### src/rtl/bitwise_alu_pkg.sv
`default_nettype none
// ============================================================================
// Module      : bitwise_alu_pkg
// Description : Operation encoding and sizing helpers shared by the bitwise ALU.
// Revision    : 1.0 - initial release
// ============================================================================
package bitwise_alu_pkg;

    typedef enum logic [2:0] {
        OP_AND    = 3'd0,
        OP_OR     = 3'd1,
        OP_XOR    = 3'd2,
        OP_NAND   = 3'd3,
        OP_NOR    = 3'd4,
        OP_XNOR   = 3'd5,
        OP_ANOTB  = 3'd6,
        OP_PASS_A = 3'd7
    } op_e;

    // Bits needed to hold a count of 0..width ones.
    function automatic int popcnt_width(input int width);
        return $clog2(width + 1);
    endfunction

endpackage
`default_nettype wire

### src/rtl/bitwise_op.sv
`default_nettype none
// ============================================================================
// Module      : bitwise_op
// Description : Purely combinational bitwise function y = f(op, a, b).
// Revision    : 1.0 - initial release
// ============================================================================
module bitwise_op
    import bitwise_alu_pkg::*;
#(
    parameter int WIDTH = 8
) (
    input  logic [2:0]       op,
    input  logic [WIDTH-1:0] a,
    input  logic [WIDTH-1:0] b,
    output logic [WIDTH-1:0] y
);

    always_comb begin
        y = '0;
        case (op_e'(op))
            OP_AND:    y = a & b;
            OP_OR:     y = a | b;
            OP_XOR:    y = a ^ b;
            OP_NAND:   y = ~(a & b);
            OP_NOR:    y = ~(a | b);
            OP_XNOR:   y = ~(a ^ b);
            OP_ANOTB:  y = a & ~b;
            OP_PASS_A: y = a;
            default:   y = '0;
        endcase
    end

endmodule
`default_nettype wire

### src/rtl/bitwise_alu.sv
`default_nettype none
// ============================================================================
// Module      : bitwise_alu
// Description : Registered bitwise logic unit with accumulator chaining,
//               valid/ready handshakes and popcount/zero result flags.
// Revision    : 1.0 - initial release
// ============================================================================
module bitwise_alu
    import bitwise_alu_pkg::*;
#(
    parameter int WIDTH = 8,
    parameter int CNT_W = popcnt_width(WIDTH)
) (
    input  logic             clk,
    input  logic             reset,
    input  logic             in_valid,
    output logic             in_ready,
    input  logic [2:0]       op,
    input  logic             acc_mode,
    input  logic             acc_clr,
    input  logic [WIDTH-1:0] a,
    input  logic [WIDTH-1:0] b,
    output logic             out_valid,
    input  logic             out_ready,
    output logic [WIDTH-1:0] out_data,
    output logic             out_zero,
    output logic [CNT_W-1:0] out_popcnt
);

    logic [WIDTH-1:0] r_acc;
    logic [WIDTH-1:0] w_opa;
    logic [WIDTH-1:0] w_result;
    logic [CNT_W-1:0] w_popcnt;
    logic             w_accept;

    function automatic logic [CNT_W-1:0] count_ones(input logic [WIDTH-1:0] v);
        logic [CNT_W-1:0] n;
        n = '0;
        for (int i = 0; i < WIDTH; i++) begin
            n = n + CNT_W'(v[i]);
        end
        return n;
    endfunction

    // The output slot frees up in the same cycle the consumer takes it.
    assign in_ready = ~out_valid | out_ready;
    assign w_accept = in_valid & in_ready;

    assign w_opa    = acc_mode ? (acc_clr ? '0 : r_acc) : a;
    assign w_popcnt = count_ones(w_result);

    bitwise_op #(
        .WIDTH (WIDTH)
    ) u_bitwise_op (
        .op (op),
        .a  (w_opa),
        .b  (b),
        .y  (w_result)
    );

    always_ff @(posedge clk or posedge reset) begin
        if (reset) begin
            out_valid  <= 1'b0;
            out_data   <= '0;
            out_zero   <= 1'b1;
            out_popcnt <= '0;
            r_acc      <= '0;
        end else if (w_accept) begin
            out_valid  <= 1'b1;
            out_data   <= w_result;
            out_zero   <= (w_result == '0);
            out_popcnt <= w_popcnt;
            // Chained results feed the next acc_mode transaction directly.
            if (acc_mode) begin
                r_acc <= w_result;
            end else if (acc_clr) begin
                r_acc <= '0;
            end
        end else if (out_ready) begin
            out_valid <= 1'b0;
        end
    end

endmodule
`default_nettype wire

### config.mk
export PLATFORM = sky130hd
export DESIGN_NAME = bitwise_alu
export DESIGN_NICKNAME = d
export VERILOG_FILES = /design/src/rtl/bitwise_alu_pkg.sv /design/src/rtl/bitwise_op.sv /design/src/rtl/bitwise_alu.sv
export SDC_FILE = /design/constraint.sdc
export NUM_CORES = 1
export LEC_CHECK = 0
export ABC_AREA = 1
export BUFFER_PORTS_ARGS = -buffer_cell sky130_fd_sc_hd__buf_2
export CAP_MARGIN = 20
export CORE_UTILIZATION = 60
export DETAILED_ROUTE_END_ITERATION = 10
export GPL_ROUTABILITY_DRIVEN = 0
export MAX_ROUTING_LAYER = met4
export PLACE_DENSITY = 0.85
export SYNTH_ARGS = -nofsm -noshare
export SYNTH_HDL_FRONTEND = slang
export SYNTH_SLANG_ARGS = --single-unit
export TNS_END_PERCENT = 10
### constraint.sdc
create_clock -name clk -period 6.6 [get_ports clk]
set_input_delay 0.33 -clock clk [delete_from_list [all_inputs] [get_ports clk]]
set_output_delay 0.33 -clock clk [all_outputs]
set_load 0.01 [all_outputs]
==> metrics.yaml <==
die_w_um: 63.3
drt_iter0_drc: 179
n_antenna_cell: 0
path_cells: "buf_2, inv_1, nand3_1, nand2_1, inv_1, ha_1, nand3_1, o21ai_0, nor2_1, nand2_1, nor2_1, fa_1, fa_1, fa_1, inv_1, ha_1, inv_1, fa_1, xor2_1, o21ai_0"
routed_wl_um: 4970
netlist_instances: 338
clkTransAtPathRegs_ns: 0.08
worst_pin_slew_ns: 0.940
slowest_stage: "fa_1"
setup_viol: 0
n_fill_cell: 331
worst-path-buf-inv: 5
endpoint_kind: "register"
max_clock_freq_ghz: 0.245
rsz0062_at_grt: "false"
yosysWarnings: 0
cts_tree: "built"
dpl.cell_count: 409
skew_ns: 0.00879
syn_area_um2: 2250
fp-row-count: 21
vias: 2209
grt_pass1_wl_um: 8510
mostFrequentLayoutCells: "91 x nand2_1, 48 x inv_1, 39 x buf_2"
regArea_um2: 552
status: "completed"
fin_cells: 413
antenna_found_initial: 0
cts_root_buffer: "clkbuf_8"
cp-start-kind: "input port"
final_net_count: 425
numCtsBuffers: 3
cts_sinks: 22
synth_top_area_frac: 0.233
ys_seq_area_frac: 0.245
final_antenna_net_count: 0
grt_max_degree: 36
worstPathRequired_ns: 6.78
io_pins: 40
path_delay_family: "adder cells"
start_util: 0.649
finalSetupTns_ns: 0
cp_max_fo: 16
syn_nets: 395
overflow: 0
cellLeakagePower_uw: 0.00141
drc: 0
yosysUniqueCellTypes: 25
via_per_inst: 5.35
crit_type: "input port to register"
period_share: 0.619
ctsHoldBuffers: 0
peakVddDrop_mv: 0.142
crit_path_max_incr_delay_ns: 0.51
clockBufferDepth: 2
dp_hpwl_um: 3710
dr.pass1.iters: 5
ys_ff_latch: 22
cap_violations: 0
area_delta_synth_final_pct: 10.8
hold_viol: 0
clk-insertion-delay-late_ns: 0.27
timing.slew.headroom: 0.372
cellPowerDensity_nw_per_um2: 209
die_area_um2: 4000
htreeDepth: 1
cts_resized: 0
netlist.top_cell.by_area: "dfrtp_1"
grt_usage: 0.278
port_buffers: 39
cts_setup_buffers: 0
core_um2: 3470
syn_area_per_cell_um2: 6.66
wire_per_inst_um: 12.0
layout-drive-gt1-share: 0.139
worstPathArrival_ns: 4.27
synth_area_leaders: "dfrtp_1 23%, ha_1 16%, nand2_1 15%"
hp-class: "input port to async pin"
final_common_cell: "nand2_1"
multiInputGateArea_um2: 1430
grt_pass1_vias: 1955
finalCriticalPeriod_ns: 4.09
die_y_um: 63.3
drv_slew: 0
[per-layer routing]
layer,up-vias,global-route usage,part of all wire
li1,1139,-,-
met1,985,0.359,0.48
met2,76,0.442,0.45
met3,9,0.0471,0.059
met4,0,0.0909,0.014
met5,-,-,0
[report_power, final]
part / internal, µW / switching [µW] / leakage (µW)
clock network: 81.2 / 46.3 / 0.0000357
registers: 163 / 16.0 / 0.000272
logic: 83.1 / 131 / 0.00111
total: 328 / 193 / 0.00141
[cell usage after synthesis]
library cell,n
nand4_1,9
nor3_1,1
dfrtp_1,21
xor2_1,1
a31oi_1,3
clkbuf_1,4
nand3b_1,3
buf_4,4
ha_1,28
o22ai_1,2
a21oi_1,15
inv_1,48
nand3_1,35
nor2_2,1
dfstp_2,1
o21ai_1,2
o21ai_0,23
nand2_1,91
buf_6,1
inv_2,3
nor2_4,3
and3_1,1
fa_1,4
nor2_1,29
buf_2,5
[state kept, by name, indices dropped and copies added, names as in the netlist]
signal / cells
out_valid: 1
r_acc: 8
out_data: 8
out_zero: 1
out_popcnt: 4
[stage by stage]
step           power (µW)  cell area (µm²)  hold WS [ns]   util  setup slack [ns]
5_1_grt               569             2490         0.300  0.719              2.26
4_1_cts               524             2490         0.222  0.719              2.52
6_report              521             2490         0.190  0.719              2.51
3_3_place_gp          390             2420         0.461  0.698              2.35
3_5_place_dp          394             2420         0.463  0.698              2.23
2_1_floorplan         336             2250         0.318      -              2.83
[final cells by class]
type                       instances  share of cell area
timing repair buffer              39              0.0783
clock inverter                     1              0.0120
multi-input combinational        251               0.572
tap                               46              0.0231
clock buffer                       3              0.0166
inverter                          51              0.0768
sequential                        22               0.221
[cells by family after synthesis]
kind of cell,share of synthesized area
xor gates and xnor gates,0.00389
buffers and inverters,0.121
adders and majority gates,0.191
AOI/OAI and AO/OA,0.103
and+or+nand+nor,0.336
DFF,0.245
[final timing paths]
kind	cells past startpoint	start	end	slack [ns]
max in group asynchronous	2	reset	out_popcnt[3]$_DFFE_PP0P_	5.91
min in group clk	4	out_ready	out_valid$_DFFE_PP0P_	0.32
min	2	reset	out_valid$_DFFE_PP0P_	0.19
min reg2reg	2	out_zero$_DFFE_PP1P_	out_zero$_DFFE_PP1P_	0.47
max reg2reg	17	r_acc[0]$_DFFE_PP0P_	out_popcnt[2]$_DFFE_PP0P_	2.70
max	20	acc_clr	out_popcnt[2]$_DFFE_PP0P_	2.51
Power figures use the tool's default switching activity.
